## src/rtl/cpu_types_pkg.sv

```systemverilog
// Shared CPU types: hazard FSM state encoding, stall counter width and the
// bundle of pipeline control outputs produced by the hazard unit.
package cpu_types_pkg;

    localparam int STALL_CNT_W = 16;

    typedef enum logic [1:0] {
        RUN      = 2'd0,
        MEM_WAIT = 2'd1,
        LU_STALL = 2'd2,
        HALTED   = 2'd3
    } hazard_state_t;

    typedef struct packed {
        logic pc_en;
        logic ifid_en;
        logic idex_en;
        logic exmem_en;
        logic memwb_en;
        logic ifid_flush;
        logic idex_flush;
    } hazard_ctrl_t;

    // Control patterns, field order {pc, ifid, idex, exmem, memwb, ifid_fl, idex_fl}.
    // idex_en stays high in CTRL_LU and ifid_en in CTRL_MISS: the flush wins anyway.
    localparam hazard_ctrl_t CTRL_RUN    = hazard_ctrl_t'(7'b1111100);
    localparam hazard_ctrl_t CTRL_FREEZE = hazard_ctrl_t'(7'b0000000);
    localparam hazard_ctrl_t CTRL_FLUSH  = hazard_ctrl_t'(7'b1111111);
    localparam hazard_ctrl_t CTRL_LU     = hazard_ctrl_t'(7'b0011101);
    localparam hazard_ctrl_t CTRL_MISS   = hazard_ctrl_t'(7'b0111110);

endpackage

```

## src/rtl/hazard_unit_if.sv

```systemverilog
// Pipeline status inputs and stall/flush control outputs of the hazard unit.
// The pipeline (or a bench) is the master; the hazard unit is the slave.
interface hazard_unit_if;

    logic        ihit;
    logic        dhit;
    logic [31:0] ifid_imemload;
    logic        idex_dREN;
    logic [4:0]  idex_wsel;
    logic        exmem_dREN;
    logic        exmem_dWEN;
    logic        branch_taken;
    logic        halt;

    logic        pc_en;
    logic        ifid_en;
    logic        idex_en;
    logic        exmem_en;
    logic        memwb_en;
    logic        ifid_flush;
    logic        idex_flush;
    logic [cpu_types_pkg::STALL_CNT_W-1:0] stall_count;
    logic [1:0]  state_o;

    modport master (
        output ihit, dhit, ifid_imemload, idex_dREN, idex_wsel,
               exmem_dREN, exmem_dWEN, branch_taken, halt,
        input  pc_en, ifid_en, idex_en, exmem_en, memwb_en,
               ifid_flush, idex_flush, stall_count, state_o
    );

    modport slave (
        input  ihit, dhit, ifid_imemload, idex_dREN, idex_wsel,
               exmem_dREN, exmem_dWEN, branch_taken, halt,
        output pc_en, ifid_en, idex_en, exmem_en, memwb_en,
               ifid_flush, idex_flush, stall_count, state_o
    );

endinterface

```

## src/rtl/hazard_lu_detect.sv

```systemverilog
// Load-use comparator: a load in EX whose destination is a source of the
// instruction in decode. Register 0 never matches.
module hazard_lu_detect (
    input  logic        dren,
    input  logic [4:0]  wsel,
    input  logic [31:0] instr,
    output logic        lu_hit
);

    logic [4:0] rs;
    logic [4:0] rt;
    logic       unused_bits;

    assign rs          = instr[25:21];
    assign rt          = instr[20:16];
    assign unused_bits = ^{instr[31:26], instr[15:0]};

    assign lu_hit = dren & (wsel != 5'd0) & ((wsel == rs) | (wsel == rt));

endmodule

```

## src/rtl/hazard_unit.sv

```systemverilog
// Pipeline hazard unit: memory freeze, branch flush, load-use stall, fetch
// miss bubble and halt, plus a saturating stall/flush cycle counter.
module hazard_unit
    import cpu_types_pkg::*;
(
    input  logic     CLK,
    input  logic     nRST,
    hazard_unit_if.slave hif
);

    hazard_state_t              state;
    hazard_state_t              state_nxt;
    hazard_ctrl_t               ctrl;
    logic                       lu_raw;
    logic                       lu_hit;
    logic                       mem_busy;
    logic                       stall;
    logic [STALL_CNT_W-1:0]     cnt;

    hazard_lu_detect u_lu (
        .dren   (hif.idex_dREN),
        .wsel   (hif.idex_wsel),
        .instr  (hif.ifid_imemload),
        .lu_hit (lu_raw)
    );

    assign mem_busy = (hif.exmem_dREN | hif.exmem_dWEN) & ~hif.dhit;
    // In LU_STALL the EX stage already holds the bubble; ignore a stale match.
    assign lu_hit   = lu_raw & (state != LU_STALL);

    always_ff @(posedge CLK or negedge nRST) begin
        if (!nRST) state <= RUN;
        else       state <= state_nxt;
    end

    always_comb begin
        state_nxt = RUN;
        ctrl      = CTRL_RUN;
        if (state == HALTED || hif.halt) begin
            state_nxt = HALTED;
            ctrl      = CTRL_FREEZE;
        end else if (mem_busy) begin
            state_nxt = MEM_WAIT;
            ctrl      = CTRL_FREEZE;
        end else if (hif.branch_taken) begin
            ctrl      = CTRL_FLUSH;
        end else if (lu_hit) begin
            state_nxt = LU_STALL;
            ctrl      = CTRL_LU;
        end else if (!hif.ihit) begin
            ctrl      = CTRL_MISS;
        end
    end

    assign stall = (state != HALTED) & (~ctrl.pc_en | ctrl.ifid_flush | ctrl.idex_flush);

    always_ff @(posedge CLK or negedge nRST) begin
        if (!nRST)                 cnt <= '0;
        else if (stall && cnt != '1) cnt <= cnt + STALL_CNT_W'(1);
    end

    assign hif.pc_en       = ctrl.pc_en;
    assign hif.ifid_en     = ctrl.ifid_en;
    assign hif.idex_en     = ctrl.idex_en;
    assign hif.exmem_en    = ctrl.exmem_en;
    assign hif.memwb_en    = ctrl.memwb_en;
    assign hif.ifid_flush  = ctrl.ifid_flush;
    assign hif.idex_flush  = ctrl.idex_flush;
    assign hif.stall_count = cnt;
    assign hif.state_o     = state;

endmodule

```

## src/flat_wrapper.sv

```systemverilog
// flat-port wrapper written by rule: the top's interface ports become plain ports
module hazard_unit_flat import cpu_types_pkg::*;
  (CLK, nRST, hif_ihit, hif_dhit, hif_ifid_imemload, hif_idex_dREN, hif_idex_wsel, hif_exmem_dREN, hif_exmem_dWEN, hif_branch_taken, hif_halt, hif_pc_en, hif_ifid_en, hif_idex_en, hif_exmem_en, hif_memwb_en, hif_ifid_flush, hif_idex_flush, hif_stall_count, hif_state_o);
  hazard_unit_if hif_i ();
  input  logic CLK;
  input  logic nRST;
  input wire logic [$bits(hif_i.ihit)-1:0] hif_ihit;
  input wire logic [$bits(hif_i.dhit)-1:0] hif_dhit;
  input wire logic [$bits(hif_i.ifid_imemload)-1:0] hif_ifid_imemload;
  input wire logic [$bits(hif_i.idex_dREN)-1:0] hif_idex_dREN;
  input wire logic [$bits(hif_i.idex_wsel)-1:0] hif_idex_wsel;
  input wire logic [$bits(hif_i.exmem_dREN)-1:0] hif_exmem_dREN;
  input wire logic [$bits(hif_i.exmem_dWEN)-1:0] hif_exmem_dWEN;
  input wire logic [$bits(hif_i.branch_taken)-1:0] hif_branch_taken;
  input wire logic [$bits(hif_i.halt)-1:0] hif_halt;
  output wire logic [$bits(hif_i.pc_en)-1:0] hif_pc_en;
  output wire logic [$bits(hif_i.ifid_en)-1:0] hif_ifid_en;
  output wire logic [$bits(hif_i.idex_en)-1:0] hif_idex_en;
  output wire logic [$bits(hif_i.exmem_en)-1:0] hif_exmem_en;
  output wire logic [$bits(hif_i.memwb_en)-1:0] hif_memwb_en;
  output wire logic [$bits(hif_i.ifid_flush)-1:0] hif_ifid_flush;
  output wire logic [$bits(hif_i.idex_flush)-1:0] hif_idex_flush;
  output wire logic [$bits(hif_i.stall_count)-1:0] hif_stall_count;
  output wire logic [$bits(hif_i.state_o)-1:0] hif_state_o;
  assign hif_i.ihit = hif_ihit;
  assign hif_i.dhit = hif_dhit;
  assign hif_i.ifid_imemload = hif_ifid_imemload;
  assign hif_i.idex_dREN = hif_idex_dREN;
  assign hif_i.idex_wsel = hif_idex_wsel;
  assign hif_i.exmem_dREN = hif_exmem_dREN;
  assign hif_i.exmem_dWEN = hif_exmem_dWEN;
  assign hif_i.branch_taken = hif_branch_taken;
  assign hif_i.halt = hif_halt;
  assign hif_pc_en = hif_i.pc_en;
  assign hif_ifid_en = hif_i.ifid_en;
  assign hif_idex_en = hif_i.idex_en;
  assign hif_exmem_en = hif_i.exmem_en;
  assign hif_memwb_en = hif_i.memwb_en;
  assign hif_ifid_flush = hif_i.ifid_flush;
  assign hif_idex_flush = hif_i.idex_flush;
  assign hif_stall_count = hif_i.stall_count;
  assign hif_state_o = hif_i.state_o;
  hazard_unit u_core (.CLK(CLK), .nRST(nRST), .hif(hif_i));
endmodule
```

## config.mk

```make
export PLATFORM = sky130hd
export DESIGN_NAME = hazard_unit_flat
export DESIGN_NICKNAME = d
export VERILOG_FILES = /design/src/rtl/cpu_types_pkg.sv /design/src/rtl/hazard_unit_if.sv /design/src/rtl/hazard_lu_detect.sv /design/src/rtl/hazard_unit.sv /design/src/flat_wrapper.sv
export SDC_FILE = /design/constraint.sdc
export NUM_CORES = 1
export LEC_CHECK = 0
export ABC_AREA = 1
export CELL_PAD_IN_SITES_DETAIL_PLACEMENT = 0
export CELL_PAD_IN_SITES_GLOBAL_PLACEMENT = 1
export CORE_MARGIN = 5
export CORE_UTILIZATION = 25
export CTS_CLUSTER_DIAMETER = 60
export CTS_CLUSTER_SIZE = 12
export DETAILED_ROUTE_END_ITERATION = 8
export PLACE_DENSITY = 0.75
export SYNTH_ARGS = -nofsm -noshare
export SYNTH_HDL_FRONTEND = slang
export SYNTH_SLANG_ARGS = --single-unit
```

## constraint.sdc

```tcl
create_clock -name CLK -period 4.6 [get_ports CLK]
set_input_delay 1.15 -clock CLK [delete_from_list [all_inputs] [get_ports CLK]]
set_output_delay 1.15 -clock CLK [all_outputs]
set_load 0.02 [all_outputs]
```

Word level (Yosys, flattened, before mapping)
Index checks and enable logic that the tools add are counted.

Output and inout port bits: 25. Input port bits: 46. Logic and storage cells: 32. Flip-flop bits (word level): 18.

Mux-type cells: 9. Add/sub/neg operators: 1. Bitwise logic cells: 11. Reductions and logical operators: 3. Equality and inequality tests: 6.

Operators with widths (count): two-way mux 7 bit (5); adder 16 x 1 -> 16 bit (second input constant) (1); != test 16 bit (second input constant) (1); == test 5 bit (2); two-way mux 2 bit (4); bitwise AND 1 bit (5); nonzero test 5 bit (1); != test 2 bit (second input constant) (2); bitwise OR 1 bit (4); == test 2 bit (second input constant) (1); NOT 1 bit (2); logical AND 1 bit (1); logical OR 1 bit (1).

Logic depth before layout (Yosys ltp)
Gate-level depths: netlist of run 1.

Depth in word-level cells: 13. Mapped depth: 12. Mapped depth without buffers: 11.

By module
A second synthesis of run 1 with hierarchy kept.

Cell total of the unflattened synthesis: 234. Area total of the unflattened synthesis: 1446.4 µm².

Modules (own cells, without submodules): hazard_unit (cells each 189, area an instance 1251.2 µm², seq. area each 450.4 µm², instances 1); hazard_lu_detect (cells each 45, area an instance 195.2 µm², seq. area each 0.0 µm², instances 1).

Least setup slack after synthesis of run 1
No wires, ideal clock.

Kind: input port to output port. Start point: input hif_halt. End point: output hif_ifid_flush. Data arrival time: 2.065 ns. Path buffers: 0. Required time: 3.450 ns. Path slack: 1.385 ns. Stages: 5. Cells stage by stage: a21oi_1 -> o21ai_1 -> inv_1 -> nand2_1 -> a21oi_1.

Longest elaborated chain between the ends: 2.

Ends and longest elaborated chain: start: declaration (RTL line flat_wrapper.sv:15) `input wire logic [$bits(hif_i.halt)-1:0] hif_halt;`; logical OR 1 bit (RTL line hazard_unit.sv:39) `if (state == HALTED || hif.halt) begin`; two-way mux 7 bit (RTL line hazard_unit.sv:39); end: declaration (RTL line flat_wrapper.sv:21) `output wire logic [$bits(hif_i.ifid_flush)-1:0] hif_ifid_flush;`.

No other way between the ends.

Final worst setup path of run 1
Start point: input hif_idex_wsel[0]. End point: output hif_ifid_flush.

Longest elaborated chain between the ends: 8. Elaborated cells between the ends (all ways): 11. Classes of those cells: eq/ne: 2; mux: 4; bitwise: 4; reduce/logical: 1.

Ends and longest elaborated chain: start: declaration (RTL line flat_wrapper.sv:11) `input wire logic [$bits(hif_i.idex_wsel)-1:0] hif_idex_wsel;`; == test 5 bit / nonzero test 5 bit (equally long branches) (RTL line hazard_lu_detect.sv:18) `assign lu_hit = dren & (wsel != 5'd0) & ((wsel == rs) | (wsel == rt));`; bitwise OR 1 bit / bitwise AND 1 bit (equally long branches) (RTL line hazard_lu_detect.sv:18); bitwise AND 1 bit * (RTL line hazard_lu_detect.sv:18); bitwise AND 1 bit * (RTL line hazard_unit.sv:29) `assign lu_hit = lu_raw & (state != LU_STALL);`; two-way mux 7 bit * (RTL line hazard_unit.sv:47) `end else if (lu_hit) begin`; two-way mux 7 bit * (RTL line hazard_unit.sv:45) `end else if (hif.branch_taken) begin`; two-way mux 7 bit * (RTL line hazard_unit.sv:42) `end else if (mem_busy) begin`; two-way mux 7 bit * (RTL line hazard_unit.sv:39).

Every way passes the cells marked *; elsewhere a longest branch is shown, timed or not.

==> impl_metrics.ini, run 1 <==
[sta]
final-hold-violation-count = 0
rsz0062_at_grt = no
skew_ps = 1.58
slew_headroom_pct = 43.6
period_share_pct = 90.2
clock.fmax_mhz = 241
max_slew.worst_pin.slew_ps = 843
slew_violations = 0
setup-violations-final = 0
final.setup.tns_ps = 0
period_minus_slack_ps = 4150

[setup_path]
path_class = in2out
rr_startpoint = u_core.hif.stall_count[0]
crit_fanout = 5
cp_slowest_stage_delay_ps = 620
start_kind = input pin
required_ps = 3450
crit_top_cell = nor2_1
cp-end-kind = output pin
cp.arrival_ps = 3000
crit_start = hif_idex_wsel[0]
cp_cell_sequence = clkdlybuf4s50_1, nor2_1, nor2_1, nor2_1, nand3_1, nand2_1, nand3_1, nand2_1, a21oi_1, clkdlybuf4s50_1
crit_slowest_cell = clkdlybuf4s50_1

[power]
irDropWorstVdd_mv = 0.120
p_leak_uw = 0.000944
fin_total_pwr_uw = 427
p_per_area_nw_per_um2 = 216

[cts]
clock_latency_ps = 260
cts_setup_buffers = 0
cts.sinks = 18
cts.repair.resized = 0
cts-root-buf = clkbuf_8
cts_tree = done
hold_buffers = 0
max-clock-path-buffers = 2
clkTransAtPathRegs_ps = 70
ctsHtreeMaxLevel = 1
numCtsBuffers = 3

[run]
maxCapViolCount = 0

[routing]
viasPerCell = 4.44
vias = 1456
firstDrtPassIters = 4
wl_um = 3930
drt_iter0_drc = 44
drc = 0
drtAntennaViolNets = 0
post_drt_wl_per_cell_um = 12.0

[cells_and_area]
fin_nets = 304
drive_gt1_share_pct = 6.25
n_antenna_cell = 0
area_growth_pct = 41.9
n_fill_cell = 587

[synth]
yosysSeqAreaShare_pct = 32.2
synth_cells = 210
ys_types = 27
avgSynthCellArea_um2 = 6.66
yosys_warnings = 0
syn_area_um2 = 1400
synthesis.nets = 257
synth-seq-cells = 18

[floorplanning]
start_util_pct = 25.5
rows = 27
fp.dieH_um = 84.8
fp.dieW_um = 84.8
core-area_um2 = 5470
io_pins = 71
dieArea_um2 = 7190

[min_path]
hp-class = reg2reg
hold_start = u_core.hif.stall_count[1]

[grt]
grt_max_degree = 19
grt_pass1_wl_um = 6530
grt_pass1_vias = 1366
grt_use_total_pct = 11.0
antenna_found_initial = 0
gr-total-overflow = 0

[status]
status = finished clean

[place]
place.gp.congestion = 0.827
hpwlAfterDp_um = 2920
io_buffer_count = 48
-- synthesized netlist by cell type --
cell	count	share of area, %
a21oi_1	3	1.1
nand3_1	10	3.6
ha_1	1	0.90
xnor2_1	7	4.4
buf_6	1	0.81
nor3_2	2	1.4
nand2_2	1	0.45
buf_4	2	1.1
inv_2	3	0.81
nand2_4	1	0.81
nand3b_1	1	0.54
buf_2	2	0.72
clkbuf_1	1	0.27
dfrtp_1	18	32
nor2_1	24	6.4
nand4_1	19	8.5
o211ai_1	1	0.54
o21ai_1	1	0.36
nand2_1	77	21
xor2_1	4	2.5
nand3_4	1	1.3
o21ai_0	2	0.72
nor3_4	1	1.2
nor3_1	1	0.36
inv_1	23	6.2
nor2_4	1	0.81
nand3_2	2	1.4
-- cell type report --
class                   count  area (um2)  area share [%]
repair buffers             48         480            24.2
flip-flops and latches     18         450            22.7
well taps                  72        90.1            4.54
multi-input cells         160         810            40.8
clock buffers               4        55.1            2.78
inverters                  26        97.6            4.92
-- routing by layer --
layer  GRT usage (%)  vias to the layer above  share of wire (%)
met5               0                        -                  0
met4            3.88                        0                1.4
met3            1.47                        4                2.8
met2            18.6                       23                 50
met1            14.2                      663                 46
li1                -                      766                  -
-- registers in the layout (all words and copies together) (netlist names) --
signal,count
u_core.hif.state_o,2
u_core.hif.stall_count,16
-- final timing paths --
kind                                                    to  cells after the start  slack, ps
worst max-delay path                        hif_ifid_flush                     10        450
worst min register to register   u_core.hif.stall_count[1]                      2        550
worst min-delay path             u_core.hif.stall_count[1]                      2        550
min in group asynchronous        u_core.hif.stall_count[9]                      1       1370
max in group asynchronous        u_core.hif.stall_count[3]                      1       2710
worst max register to register  u_core.hif.stall_count[15]                      9       2730
-- metrics by stage --
step | setup WS (ps) | utilization, % | hold WS, ps | instances | instance area (um2)
floorplan | 1390 | - | 611 | 210 | 1400
global placement | 434 | 35.2 | 517 | 324 | 1930
detailed placement | 444 | 35.2 | 529 | 324 | 1930
CTS | 445 | 36.2 | 549 | 328 | 1980
global route | 357 | 36.2 | 574 | 328 | 1980
finish | 449 | 36.2 | 552 | 328 | 1980
-- where the power goes --
part	switching [uW]	total [uW]	internal [uW]
sequential	17.2	188	170
clock	56.2	132	76.2
combinational	51.7	108	55.9
total	125	427	302
-- worst max-delay path, delay by kind of cell --
| kind | cells | cell delay (ps) |
|---|---|---|
| buffers and inverters | 2 | 1170 |
| AND/OR/NAND/NOR | 7 | 550 |
| AO/OA/AOI/OAI | 1 | 120 |
-- placed cells by master (no fill, tap or decap) --
| cell | count |
|---|---|
| clkdlybuf4s50_1 | 48 |
| nor3_2 | 2 |
| nand3b_1 | 1 |
| nand2_4 | 1 |
| nand2_1 | 77 |
| nor3_1 | 1 |
| o21ai_1 | 1 |
| nand3_4 | 1 |
| nor2_1 | 24 |
| a21oi_1 | 3 |
| ha_1 | 1 |
| dfrtp_1 | 18 |
| xnor2_1 | 7 |
| nand4_1 | 19 |
| nand3_2 | 2 |
| xor2_1 | 4 |
| nand3_1 | 10 |
| nand2_2 | 1 |
| o211ai_1 | 1 |
| clkbuf_8 | 4 |
| nor2_4 | 1 |
| inv_1 | 23 |
| o21ai_0 | 2 |
| inv_2 | 3 |
| nor3_4 | 1 |
-- logic make-up (layout without fill, tap and decap cells) --
| kind of cell | Yosys count | count (layout) | share of synthesized area, % |
|---|---|---|---|
| buffers and inverters | 32 | 78 | 9.85 |
| and+or+nand+nor | 141 | 141 | 47.4 |
| DFF | 18 | 18 | 32.2 |
| adders and majority gates | 1 | 1 | 0.895 |
| AOI/OAI and AO/OA | 7 | 7 | 2.69 |
| xor gates and xnor gates | 11 | 11 | 6.89 |
(Power assumes the default switching activity.)
==> run 2, diff against run 1 <==
Settings changed: GPL_TIMING_DRIVEN from default to 0.
==> run 2 against run 1 <==
  * Sequential share of layout area decreased by 0.45 points
  * Design area increased by 2.0%
  * Sequential power about the same
  * Maximum frequency increased by 0.67%
  * Register-to-register slack improved by 50 ps
  * Total power about the same
  * Combinational power about the same
  * Via count decreased by 1.2%
  * Critical endpoint unchanged
==> impl_metrics.ini, run 2 (synthesized netlist as in run 1, its figures left out) <==
[status]
status = finished clean

[floorplanning]
dieArea_um2 = 7190
io_pins = 71
fp.dieH_um = 84.8
fp.dieW_um = 84.8
start_util_pct = 25.5
rows = 27
core-area_um2 = 5470

[sta]
skew_ps = 7.24
period_share_pct = 89.6
max_slew.worst_pin.slew_ps = 821
rsz0062_at_grt = no
final-hold-violation-count = 0
period_minus_slack_ps = 4120
clock.fmax_mhz = 243
slew_violations = 0
setup_ws_ps = 476
setup-violations-final = 0
final.setup.tns_ps = 0
slew_headroom_pct = 45.1

[cts]
numCtsBuffers = 3
cts-root-buf = clkbuf_8
clock_latency_ps = 260
cts_tree = done
hold_buffers = 0
clkTransAtPathRegs_ps = 80
cts_setup_buffers = 0
cts.sinks = 18
cts.repair.resized = 0
max-clock-path-buffers = 2
ctsHtreeMaxLevel = 1

[routing]
drt_iter0_drc = 81
viasPerCell = 4.31
vias = 1438
post_drt_wl_per_cell_um = 11.5
met1_length_um = 1860
wl_um = 3840
drtAntennaViolNets = 0
drc = 0
firstDrtPassIters = 4
dr_wl_met2_um = 1810
highest_layer = met4
met3_wirelength_um = 131

[grt]
grt_pass1_wl_um = 6530
grt_use_total_pct = 11.0
grt_pass1_vias = 1381
antenna_found_initial = 0
grt_max_degree = 19
gr-total-overflow = 0

[setup_path]
required_ps = 3450
cp.arrival_ps = 2970
path_class = in2out
rr_startpoint = u_core.hif.stall_count[0]
crit_start = hif_idex_wsel[0]
start_kind = input pin
cp-end-kind = output pin
crit_fanout = 5

[power]
p_per_area_nw_per_um2 = 211
irDropWorstVdd_mv = 0.165
p_leak_uw = 0.000967
fin_total_pwr_uw = 428

[min_path]
hold_start = u_core.hif.stall_count[15]
hp-class = reg2reg

[place]
hpwlAfterDp_um = 3010
io_buffer_count = 48
place.gp.congestion = 0.818
dpl_cell_area_um2 = 1970
preCtsSetupSlack_ps = 448

[cells_and_area]
n_fill_cell = 603
area_growth_pct = 44.8
final_common_cell = nand2_1
fin_nets = 310
n_antenna_cell = 0
drive_gt1_share_pct = 8.02
largest_reg_flops = 16
postLayoutCoreUtil_pct = 37.0
stdcell_area_um2 = 2020
final_cell_mix = 77 x nand2_1, 48 x clkdlybuf4s50_1, 24 x nor2_1, 23 x inv_1, 19 x nand4_1

[run]
maxCapViolCount = 0
## run 2: cell types whose count changed in the layout (fill, tap and decap cells not counted), sizes merged
| cell | previous run | this run |
|---|---|---|
| buf | 0 | 5 |
| clkbuf | 4 | 5 |
## run 2: worst paths after layout
| path | endpoint | depth (start not counted) | slack (ps) |
|---|---|---|---|
| min | u_core.hif.stall_count[15] | 2 | 530 |
| max in group asynchronous | u_core.hif.stall_count[4] | 1 | 2730 |
| max reg2reg | u_core.hif.stall_count[4] | 9 | 2780 |
| min reg2reg | u_core.hif.stall_count[15] | 2 | 530 |
| min in group asynchronous | u_core.hif.stall_count[7] | 1 | 1360 |
| max | hif_ifid_flush | 10 | 480 |
## run 2: worst max-delay path: stages
cell             delay (ps)
clkdlybuf4s50_1         560
nor2_1                   70
nor2_1                  100
nor2_1                   50
nand3_1                  60
nand2_1                  70
nand3_1                  90
nand2_1                  80
a21oi_1                 110
clkdlybuf4s50_1         620
## run 2: layout make-up
| cell class | instances | area, um2 | share of cell area [%] |
|---|---|---|---|
| buffer | 6 | 40.0 | 1.98 |
| inverter | 26 | 97.6 | 4.82 |
| clock buffer | 4 | 55.1 | 2.72 |
| multi-input combinational | 160 | 810 | 40.0 |
| sequential | 18 | 450 | 22.3 |
| tap | 72 | 90.1 | 4.45 |
| timing repair buffer | 48 | 480 | 23.7 |
## run 2: per-stage QoR
stage	hold slack (ps)	cells
global route	554	334
global placement	515	330
CTS	535	334
floorplan	611	210
detailed placement	514	330
finish	531	334
## run 2: layer usage
layer / global-route usage (%) / vias up
li1: - / 774
met1: 14.5 / 640
met2: 17.9 / 20
met3: 2.06 / 4
met4: 3.88 / 0
met5: 0 / -
## run 2: report_power, final
part	switching [uW]	total (uW)	internal, uW
Combinational	51.3	107	56.1
Clock	57.7	134	76.2
Sequential	16.1	186	170
